===== src/rtl/cpu_axi_bridge_pkg.sv =====
// cpu_axi_bridge_pkg: shared definitions for the core-to-AXI4 bridge.
//   - FSM state encoding (3-bit)
//   - AXI size / response encodings, single-beat INCR burst constants
//   - default ARID/AWID values for fetch and data traffic
package cpu_axi_bridge_pkg;

  typedef enum logic [2:0] {
    ST_IDLE   = 3'd0,
    ST_RD_AR  = 3'd1,
    ST_RD_R   = 3'd2,
    ST_WR_AWW = 3'd3,
    ST_WR_B   = 3'd4,
    ST_RESP   = 3'd5
  } state_e;

  localparam logic [2:0] AXI_SIZE_B = 3'd0;
  localparam logic [2:0] AXI_SIZE_H = 3'd1;
  localparam logic [2:0] AXI_SIZE_W = 3'd2;
  localparam logic [2:0] AXI_SIZE_D = 3'd3;

  localparam logic [1:0] AXI_RESP_OKAY   = 2'b00;
  localparam logic [1:0] AXI_RESP_EXOKAY = 2'b01;
  localparam logic [1:0] AXI_RESP_SLVERR = 2'b10;
  localparam logic [1:0] AXI_RESP_DECERR = 2'b11;

  localparam logic [7:0] AXI_LEN_SINGLE = 8'd0;
  localparam logic [1:0] AXI_BURST_INCR = 2'b01;

  localparam int IF_ID_DEF  = 0;
  localparam int MEM_ID_DEF = 1;

  // Core size code (bytes = 1<<size) to AXI AxSIZE.
  function automatic logic [2:0] axi_size(input logic [1:0] size);
    return {1'b0, size};
  endfunction

endpackage


===== src/rtl/cpu_axi_bridge_lane_align.sv =====
// axi_lane_align: combinational byte-lane steering between the core's
// right-justified data and the 64-bit AXI bus lanes.
//   size     : access size code (bytes = 1<<size)
//   offset   : addr[2:0] of the access
//   wdata_in : right-justified core write data
//   rdata_in : raw AXI read data
//   wdata    : write data moved up to its byte lane
//   wstrb    : byte strobes; lanes past byte 7 fall off (misaligned truncation)
//   rdata    : read data moved down to bit 0 and zero-masked to size
module axi_lane_align #(
  parameter int DATA_W = 64
) (
  input  logic [1:0]          size,
  input  logic [2:0]          offset,
  input  logic [DATA_W-1:0]   wdata_in,
  input  logic [DATA_W-1:0]   rdata_in,
  output logic [DATA_W-1:0]   wdata,
  output logic [DATA_W/8-1:0] wstrb,
  output logic [DATA_W-1:0]   rdata
);
  localparam int STRB_W = DATA_W / 8;

  logic [DATA_W-1:0] size_mask;
  logic [STRB_W-1:0] strb_base;

  always_comb begin
    size_mask = '0;
    strb_base = '0;
    for (int i = 0; i < STRB_W; i++) begin
      if (i < (1 << size)) begin
        size_mask[i*8 +: 8] = 8'hFF;
        strb_base[i]        = 1'b1;
      end
    end
  end

  assign wdata = wdata_in << {offset, 3'b000};
  assign wstrb = strb_base << offset;
  assign rdata = (rdata_in >> {offset, 3'b000}) & size_mask;

endmodule


===== src/rtl/cpu_axi_bridge.sv =====
// cpu_axi_bridge: serialises the core's fetch (if_*) and data (mem_*) ports
// onto one AXI4 master, one single-beat transaction in flight at a time.
// Data access wins over fetch when both request in the same cycle.
//   clock/reset    : synchronous active-high reset
//   if_*           : fetch request/completion (read only)
//   mem_*          : data load/store request/completion
//   axi_aw/w/b/ar/r: AXI4 master channels (LEN=0, BURST=INCR)
// Optional: define CPU_AXI_BRIDGE_PERF_EN to add perf_rd_cnt, perf_wr_cnt
// and perf_stall_cnt outputs.
module cpu_axi_bridge
  import cpu_axi_bridge_pkg::*;
#(
  parameter int ADDR_W = 64,
  parameter int DATA_W = 64,
  parameter int ID_W   = 4,
  parameter int IF_ID  = IF_ID_DEF,
  parameter int MEM_ID = MEM_ID_DEF
) (
  input  logic                clock,
  input  logic                reset,
  input  logic                if_valid,
  input  logic [ADDR_W-1:0]   if_addr,
  input  logic [1:0]          if_size,
  input  logic                if_req,
  output logic                if_ready,
  output logic [DATA_W-1:0]   if_data_read,
  output logic [1:0]          if_resp,
  input  logic                mem_valid,
  input  logic                mem_req,
  input  logic [ADDR_W-1:0]   mem_addr,
  input  logic [1:0]          mem_size,
  input  logic [DATA_W-1:0]   mem_data_write,
  output logic                mem_ready,
  output logic [DATA_W-1:0]   mem_data_read,
  output logic [1:0]          mem_resp,
  output logic                axi_aw_valid,
  input  logic                axi_aw_ready,
  output logic [ADDR_W-1:0]   axi_aw_addr,
  output logic [2:0]          axi_aw_size,
  output logic [ID_W-1:0]     axi_aw_id,
  output logic [7:0]          axi_aw_len,
  output logic [1:0]          axi_aw_burst,
  output logic                axi_w_valid,
  input  logic                axi_w_ready,
  output logic [DATA_W-1:0]   axi_w_data,
  output logic [DATA_W/8-1:0] axi_w_strb,
  output logic                axi_w_last,
  input  logic                axi_b_valid,
  output logic                axi_b_ready,
  input  logic [1:0]          axi_b_resp,
  input  logic [ID_W-1:0]     axi_b_id,
  output logic                axi_ar_valid,
  input  logic                axi_ar_ready,
  output logic [ADDR_W-1:0]   axi_ar_addr,
  output logic [2:0]          axi_ar_size,
  output logic [ID_W-1:0]     axi_ar_id,
  output logic [7:0]          axi_ar_len,
  output logic [1:0]          axi_ar_burst,
  input  logic                axi_r_valid,
  output logic                axi_r_ready,
  input  logic [DATA_W-1:0]   axi_r_data,
  input  logic [1:0]          axi_r_resp,
  input  logic                axi_r_last,
  input  logic [ID_W-1:0]     axi_r_id
`ifdef CPU_AXI_BRIDGE_PERF_EN
  ,output logic [63:0]        perf_rd_cnt,
  output logic [63:0]         perf_wr_cnt,
  output logic [63:0]         perf_stall_cnt
`endif
);
  localparam int STRB_W = DATA_W / 8;

  state_e              state, state_nxt;
  logic                is_mem_q, is_wr_q;
  logic [ADDR_W-1:0]   addr_q;
  logic [1:0]          size_q;
  logic [DATA_W-1:0]   wdata_q, rdata_q;
  logic [ID_W-1:0]     id_q;
  logic [1:0]          resp_q;
  logic                aw_done_q, w_done_q;
  logic [DATA_W-1:0]   lane_wdata, lane_rdata;
  logic [STRB_W-1:0]   lane_strb;
  logic                done;

  // Single outstanding transaction: response IDs and RLAST carry no
  // information, and fetches are always reads.
  logic unused_inputs;
  assign unused_inputs = ^{if_req, axi_r_last, axi_r_id, axi_b_id};

  axi_lane_align #(.DATA_W(DATA_W)) u_align (
    .size    (size_q),
    .offset  (addr_q[2:0]),
    .wdata_in(wdata_q),
    .rdata_in(axi_r_data),
    .wdata   (lane_wdata),
    .wstrb   (lane_strb),
    .rdata   (lane_rdata)
  );

  always_ff @(posedge clock) begin
    if (reset) state <= ST_IDLE;
    else       state <= state_nxt;
  end

  always_comb begin
    state_nxt    = state;
    axi_ar_valid = 1'b0;
    axi_r_ready  = 1'b0;
    axi_aw_valid = 1'b0;
    axi_w_valid  = 1'b0;
    axi_b_ready  = 1'b0;
    case (state)
      ST_IDLE: begin
        if (mem_valid)     state_nxt = mem_req ? ST_WR_AWW : ST_RD_AR;
        else if (if_valid) state_nxt = ST_RD_AR;
      end
      ST_RD_AR: begin
        axi_ar_valid = 1'b1;
        if (axi_ar_ready) state_nxt = ST_RD_R;
      end
      ST_RD_R: begin
        axi_r_ready = 1'b1;
        if (axi_r_valid) state_nxt = ST_RESP;
      end
      ST_WR_AWW: begin
        // Each valid stays up only until its own handshake; a channel is
        // finished if it handshook earlier or is handshaking right now.
        axi_aw_valid = ~aw_done_q;
        axi_w_valid  = ~w_done_q;
        if ((aw_done_q | axi_aw_ready) && (w_done_q | axi_w_ready))
          state_nxt = ST_WR_B;
      end
      ST_WR_B: begin
        axi_b_ready = 1'b1;
        if (axi_b_valid) state_nxt = ST_RESP;
      end
      ST_RESP: state_nxt = ST_IDLE;
      default: state_nxt = ST_IDLE;
    endcase
  end

  always_ff @(posedge clock) begin
    if (reset) begin
      is_mem_q  <= 1'b0;
      is_wr_q   <= 1'b0;
      addr_q    <= '0;
      size_q    <= '0;
      wdata_q   <= '0;
      rdata_q   <= '0;
      id_q      <= '0;
      resp_q    <= AXI_RESP_OKAY;
      aw_done_q <= 1'b0;
      w_done_q  <= 1'b0;
    end else begin
      case (state)
        ST_IDLE: begin
          aw_done_q <= 1'b0;
          w_done_q  <= 1'b0;
          if (mem_valid) begin
            is_mem_q <= 1'b1;
            is_wr_q  <= mem_req;
            addr_q   <= mem_addr;
            size_q   <= mem_size;
            wdata_q  <= mem_data_write;
            id_q     <= ID_W'(MEM_ID);
          end else if (if_valid) begin
            is_mem_q <= 1'b0;
            is_wr_q  <= 1'b0;
            addr_q   <= if_addr;
            size_q   <= if_size;
            id_q     <= ID_W'(IF_ID);
          end
        end
        ST_WR_AWW: begin
          if (axi_aw_valid && axi_aw_ready) aw_done_q <= 1'b1;
          if (axi_w_valid && axi_w_ready)   w_done_q  <= 1'b1;
        end
        ST_RD_R: begin
          if (axi_r_valid) begin
            rdata_q <= lane_rdata;
            resp_q  <= axi_r_resp;
          end
        end
        ST_WR_B: begin
          if (axi_b_valid) begin
            rdata_q <= '0;
            resp_q  <= axi_b_resp;
          end
        end
        default: ;
      endcase
    end
  end

  // Completion is the RESP state itself; data/resp are shown only on the
  // port that owns the transaction and only during its ready cycle.
  assign done          = (state == ST_RESP);
  assign if_ready      = done & ~is_mem_q;
  assign mem_ready     = done & is_mem_q;
  assign if_data_read  = if_ready  ? rdata_q : '0;
  assign mem_data_read = mem_ready ? rdata_q : '0;
  assign if_resp       = if_ready  ? resp_q  : 2'b00;
  assign mem_resp      = mem_ready ? resp_q  : 2'b00;

  assign axi_aw_addr  = addr_q;
  assign axi_ar_addr  = addr_q;
  assign axi_aw_size  = axi_size(size_q);
  assign axi_ar_size  = axi_size(size_q);
  assign axi_aw_id    = id_q;
  assign axi_ar_id    = id_q;
  assign axi_aw_len   = AXI_LEN_SINGLE;
  assign axi_ar_len   = AXI_LEN_SINGLE;
  assign axi_aw_burst = AXI_BURST_INCR;
  assign axi_ar_burst = AXI_BURST_INCR;
  assign axi_w_data   = lane_wdata;
  assign axi_w_strb   = lane_strb;
  assign axi_w_last   = 1'b1;

`ifdef CPU_AXI_BRIDGE_PERF_EN
  always_ff @(posedge clock) begin
    if (reset) begin
      perf_rd_cnt    <= '0;
      perf_wr_cnt    <= '0;
      perf_stall_cnt <= '0;
    end else begin
      if (done && !is_wr_q)   perf_rd_cnt    <= perf_rd_cnt + 64'd1;
      if (done && is_wr_q)    perf_wr_cnt    <= perf_wr_cnt + 64'd1;
      if (state != ST_IDLE)   perf_stall_cnt <= perf_stall_cnt + 64'd1;
    end
  end
`endif

endmodule


===== config.mk =====
export PLATFORM = sky130hd
export DESIGN_NAME = cpu_axi_bridge
export DESIGN_NICKNAME = d
export VERILOG_FILES = /design/src/rtl/cpu_axi_bridge_pkg.sv /design/src/rtl/cpu_axi_bridge_lane_align.sv /design/src/rtl/cpu_axi_bridge.sv
export SDC_FILE = /design/constraint.sdc
export NUM_CORES = 1
export LEC_CHECK = 0
export BUFFER_PORTS_ARGS = -buffer_cell sky130_fd_sc_hd__buf_2
export CAP_MARGIN = 40
export CORE_AREA = 2 2 254 256
export CTS_CLUSTER_DIAMETER = 100
export DETAILED_ROUTE_END_ITERATION = 7
export DIE_AREA = 0 0 256 258
export PLACE_DENSITY = 0.47
export SLEW_MARGIN = 20
export SYNTH_ARGS = -nofsm -noshare
export SYNTH_HDL_FRONTEND = slang
export SYNTH_SLANG_ARGS = --single-unit

===== constraint.sdc =====
create_clock -name clock -period 2.16 [get_ports clock]
set_clock_uncertainty 0.2 [all_clocks]
set_input_delay 0.432 -clock clock [delete_from_list [all_inputs] [get_ports clock]]
set_output_delay 0.432 -clock clock [all_outputs]
set_load 0.1 [all_outputs]

==> flow_metrics.py, run 1 <==
metrics = {
    "run_status": {
        "status": "complete, but fails checks",
        "violations": "setup timing",
    },
    "place": {
        "port_buffers": 618,
        "dp_cells": 2946,
        "gp_congestion": 0.899,
        "hpwl_mm": 53.5,
    },
    "sta": {
        "hold_slack_ps": 13.2,
        "fin_crit_ps": 2750,
        "tightest_slew_ps": 593,
        "timing.final.crit_share": 1.27,
        "fin_ws_ps": -590,
        "grt_setup_unrepaired": "yes",
        "drv_slew": 0,
        "max_freq_mhz": 364,
        "setup_viol": 412,
        "slew_headroom": 0.604,
        "hold_viol": 0,
    },
    "routing": {
        "drt_first_pass_iters": 7,
        "wirelength_mm": 79.1,
        "drt_iter0_markers": 940,
        "drcViolationCount": 0,
        "vias_per_cell": 4.72,
        "ant_nets": 0,
        "wl_per_cell_um": 24.1,
        "via_count": 15500,
    },
    "die": {
        "chipHeight_um": 258,
        "core_sq_um": 63600,
        "dieArea_sq_um": 66000,
        "num_rows": 93,
        "io_pins": 658,
        "start_util": 0.204,
        "die-width_um": 256,
    },
    "final_layout": {
        "final_common_cell": "buf_2",
        "layout_common_cells": "388 x buf_2, 262 x buf_12, 193 x dfxtp_1",
        "drive_above_1_share": 0.566,
        "nets": 2688,
        "final_cells": 3285,
        "area_growth_pct": 109,
    },
    "worst_setup_path": {
        "critPathMostFrequentCell": "buf_12",
        "cp-start-kind": "flip-flop",
        "max_stage_delay_ps": 430,
        "worstPathArrival_ps": 2120,
        "cpMaxStageDelayCell": "dfxtp_4",
        "crit_chain": "buf_12 > mux2_2 > a21oi_4 > buf_4 > nor2_4 > buf_12",
        "critPathRequiredTime_ps": 1530,
        "critPathMaxFanout": 14,
        "end_kind": "primary output",
        "path_class": "flip-flop to primary output",
    },
    "global_routing": {
        "antenna_found_initial": 12,
        "grt_pass1_wl_mm": 106,
        "track_usage": 0.212,
        "grt_pass1_vias": 15400,
        "overflow": 0,
        "grt_max_degree": 105,
    },
    "synth": {
        "ys_seq_area_frac": 0.312,
        "synth_seq_cells": 202,
        "synth.avg_cell_area_sq_um": 8.28,
        "synthDistinctLibCells": 50,
        "ys.flop_type": "dfxtp_1",
        "synth-async-reset-ratio": 0,
        "synth_enable_flop_cells": 0,
        "yosysWarnings": 0,
        "syn-instance-count": 1566,
        "synth_area_sq_um": 13000,
    },
    "min_path": {
        "hold_path.class": "primary input to flip-flop",
    },
    "power_and_ir_drop": {
        "irDropWorstVdd_uv": 1020,
        "power_density_nw_per_um2": 962,
        "power_leakage_nw": 11.4,
    },
    "clock_tree": {
        "cts_tree": "yes",
        "clock_sinks": 202,
        "cts_buffer_depth": 3,
        "clock-root-buffer": "clkbuf_16",
        "insertion_delay_ps": 580,
        "path_clk_slew_ps": 60,
        "cts_inserted_buffers": 27,
        "cts_max_level": 1,
    },
    "flow_run": {
        "max_cap_violations": 0,
    },
}
metrics by stage:
step	TNS (ps)	util	total power [mW]	worst slack (ps)	instance area, sq um
4_1_cts	-108470	0.405	25.0	-622	25800
6_report	-144300	0.426	26.1	-590	27100
2_1_floorplan	-29700	-	15.1	-701	14500
5_1_grt	-180400	0.426	27.0	-654	27100
3_3_place_gp	-297	0.339	18.7	-32.2	21600
3_5_place_dp	-286	0.339	18.7	-29.3	21600
state kept, by name (all words and copies together), names as in the netlist:
signal       flops
axi_ar_id        1
axi_ar_addr     64
aw_done_q        1
resp_q           2
state            3
w_done_q         1
wdata_q         64
rdata_q         64
size_q           2
cell type report:
| type | instances | area, sq um |
|---|---|---|
| clock inverter | 13 | 126 |
| multi-input combinational | 1146 | 9570 |
| sequential | 202 | 4070 |
| fill | 6161 | 36500 |
| inverter | 6 | 26.3 |
| tap | 855 | 1070 |
| antenna | 5 | 12.5 |
| timing repair buffer | 1021 | 11500 |
| clock buffer | 37 | 773 |
critical path, delay by kind of cell, from the launching register on:
| kind | cells | cell delay, ps |
|---|---|---|
| DFF | 1 | 430 |
| buffers and inverters | 3 | 500 |
| muxes | 1 | 370 |
| AOI/OAI and AO/OA | 1 | 190 |
| and+or+nand+nor | 1 | 40 |
routing by layer:
metal  global-route usage  wire length [um]  vias up
li1                     -                 -     7116
met4               0.0408              1730        6
met2                0.368             39200      663
met1                0.270             32900     7608
met3               0.0456              5260       99
met5                    0                37        -
power breakdown:
group,switching (mW),internal [mW]
clock network,1.95,2.74
logic,10.9,5.71
registers,0.596,4.19
timing repair:
item	in CTS	in global routing
buffers inserted	76	29
pin swaps	34	77
hold buffers	133	0
gates resized for setup	177	158
endpoints found under the setup margin	236	363
hold endpoints to repair	117	0
gates cloned	23	33
path summary, 6_finish.rpt:
path                                      from              end  slack (ps)  depth (start not counted)
worst max register to register        state[2]      rdata_q[24]        -390                          9
worst min register to register     wdata_q[54]      wdata_q[54]         260                          2
worst min-delay path               if_addr[27]  axi_ar_addr[27]          10                          3
worst max-delay path            axi_ar_addr[1]   axi_w_data[28]        -590                          6
Yosys cell counts (6+ instances only):
cell,count,share of area
dfxtp_1,202,0.31
o22ai_1,16,0.0077
clkbuf_1,75,0.022
o211ai_1,8,0.0046
o21ai_0,26,0.010
a22oi_1,19,0.011
a221o_1,33,0.025
mux2_2,39,0.034
mux4_2,17,0.030
buf_2,52,0.020
and4b_1,8,0.0062
nor2b_1,18,0.0087
o2bb2ai_1,20,0.014
o2111a_1,8,0.0070
nand2_1,177,0.051
a211oi_1,79,0.046
nor2_1,171,0.050
buf_4,102,0.059
and2_1,142,0.069
inv_1,6,0.0017
buf_1,7,0.0020
mux2i_1,175,0.14
a21oi_1,123,0.047
cell families (layout without fill, tap and decap cells):
family	after synthesis	after routing	synth area share
other	2	34	0.000579
multiplexers	231	231	0.199
AO/OA/AOI/OAI	340	340	0.177
flip-flops	202	202	0.312
AND/OR/NAND/NOR	545	546	0.203
buffers and inverters	246	1077	0.108
No activity file was read; power rests on OpenSTA's default activity.
==> run 2, diff against run 1 <==
--- a/config.mk
+++ b/config.mk
@@ -12,6 +12,7 @@
 export DETAILED_ROUTE_END_ITERATION = 7
 export DIE_AREA = 0 0 256 258
 export PLACE_DENSITY = 0.47
+export RECOVER_POWER = 50
 export SLEW_MARGIN = 20
 export SYNTH_ARGS = -nofsm -noshare
 export SYNTH_HDL_FRONTEND = slang
==> flow_metrics.py, run 2 (synthesis gave the netlist of run 1 again) <==
metrics = {
    "run_status": {
        "status": "complete, but fails checks",
        "violations": "setup timing",
    },
    "worst_setup_path": {
        "critPathRequiredTime_ps": 1530,
        "cpMaxStageDelayCell": "dfxtp_4",
        "cp-start-kind": "flip-flop",
        "end_kind": "primary output",
        "critPathMaxFanout": 14,
        "critPathMostFrequentCell": "buf_12",
        "worstPathArrival_ps": 2120,
        "path_class": "flip-flop to primary output",
        "crit_chain": "buf_12 > mux2_2 > a21oi_4 > buf_4 > nor2_4 > buf_12",
        "path_delay_family": "buffers and inverters",
        "crit_buf_inv": 3,
        "max_stage_delay_ps": 430,
    },
    "final_layout": {
        "fill_cells": 6161,
        "layout_common_cells": "388 x buf_2, 262 x buf_12, 193 x dfxtp_1",
        "final_cell_area_sq_um": 27100,
        "drive_above_1_share": 0.566,
        "final_cells": 3285,
        "finish.utilization": 0.426,
        "nets": 2688,
        "final_common_cell": "buf_2",
        "area_growth_pct": 109,
    },
    "place": {
        "hpwl_mm": 53.5,
        "dp_cells": 2946,
        "place_area_sq_um": 21600,
        "gp_congestion": 0.899,
        "port_buffers": 618,
        "post-place-ws_ps": -29.3,
    },
    "power_and_ir_drop": {
        "power_leakage_nw": 11.4,
        "p_seq_frac": 0.184,
        "irDropWorstVdd_uv": 1020,
        "pwr-share-clk": 0.180,
        "swShare": 0.516,
        "power.net_switching_mw": 13.5,
        "power_frac_comb": 0.637,
        "power_density_nw_per_um2": 962,
        "p_int_mw": 12.6,
    },
    "clock_tree": {
        "cts_tree": "yes",
        "clock-root-buffer": "clkbuf_16",
        "cts_inserted_buffers": 27,
        "path_clk_slew_ps": 60,
        "cts_buffer_depth": 3,
        "clock_sinks": 202,
        "cts_max_level": 1,
        "insertion_delay_ps": 580,
    },
    "global_routing": {
        "antenna_found_initial": 12,
        "track_usage": 0.212,
        "overflow": 0,
        "grt_max_degree": 105,
        "grt_pass1_wl_mm": 106,
        "grt_pass1_vias": 15400,
    },
    "sta": {
        "hold_viol": 0,
        "slew_headroom": 0.605,
        "fin_crit_ps": 2750,
        "drv_slew": 0,
        "setup_viol": 412,
        "timing.final.crit_share": 1.27,
        "max_freq_mhz": 364,
        "tightest_slew_ps": 593,
        "grt_setup_unrepaired": "yes",
        "fin_ws_ps": -590,
    },
    "routing": {
        "drcViolationCount": 0,
        "wl_per_cell_um": 24.1,
        "wirelength_mm": 79.2,
        "vias_per_cell": 4.71,
        "via_count": 15500,
        "drt_first_pass_iters": 5,
        "drt_iter0_markers": 943,
        "ant_nets": 0,
    },
    "flow_run": {
        "max_cap_violations": 0,
    },
    "die": {
        "die-width_um": 256,
        "chipHeight_um": 258,
        "io_pins": 658,
        "start_util": 0.204,
        "num_rows": 93,
        "core_sq_um": 63600,
        "dieArea_sq_um": 66000,
    },
    "min_path": {
        "hold_path.class": "primary input to flip-flop",
    },
}
run 2: stage by stage:
step	total power, mW	setup TNS (ps)	hold WS, ps
final	26.1	-144300	13.2
after global placement	18.7	-297	246
after detailed placement	18.7	-286	250
after global routing	27.0	-180390	9.25
after floorplan	15.1	-29700	234
after CTS	25.0	-108470	0.0725
run 2: metal layers:
layer  wire length [um]  GRT usage
met4               1730     0.0408
met2              39200      0.368
met3               5230     0.0456
met5                 37          0
met1              32900      0.270
run 2: layout make-up:
class                           count  area, sq um  area share
Sequential cell                   202         4070       0.150
Timing Repair Buffer             1021        11500       0.423
Tap cell                          855         1070      0.0394
Clock buffer                       37          773      0.0285
Inverter                            6         26.3    0.000969
Clock inverter                     13          126     0.00466
Antenna cell                        5         12.5    0.000461
Multi-Input combinational cell   1146         9570       0.353
run 2: tightest hold or removal path: cells and delay by family:
kind                   cells  cell delay [ps]
buffers and inverters      1              100
multiplexers               1              120
AO/OA/AOI/OAI              1               80
run 2: final timing paths:
| kind | cells past startpoint | start | endpoint | slack [ps] |
|---|---|---|---|---|
| worst max register to register | 9 | state[2] | rdata_q[24] | -390 |
| worst max-delay path | 6 | axi_ar_addr[1] | axi_w_data[28] | -590 |
| worst min-delay path | 3 | if_addr[27] | axi_ar_addr[27] | 10 |
| worst min register to register | 2 | wdata_q[54] | wdata_q[54] | 260 |
run 2: repair_timing:
action / CTS / global route
setup endpoints to repair: 236 / 363
gates resized for setup: 177 / 158
cloned: 23 / 33
setup buffers: 76 / 29
pin swaps: 34 / 77
hold buffers: 133 / 0
hold endpoints to repair: 117 / 0
run 2: power groups by stage:
| stage | registers (mW) | logic, mW | clock network (mW) |
|---|---|---|---|
| floorplan | 6.49 | 8.58 | 0 |
| global placement | 4.81 | 13.9 | 0 |
| detailed placement | 4.82 | 13.9 | 0 |
| CTS | 4.74 | 15.5 | 4.79 |
| global route | 4.83 | 17.2 | 4.96 |
| finish | 4.79 | 16.6 | 4.69 |
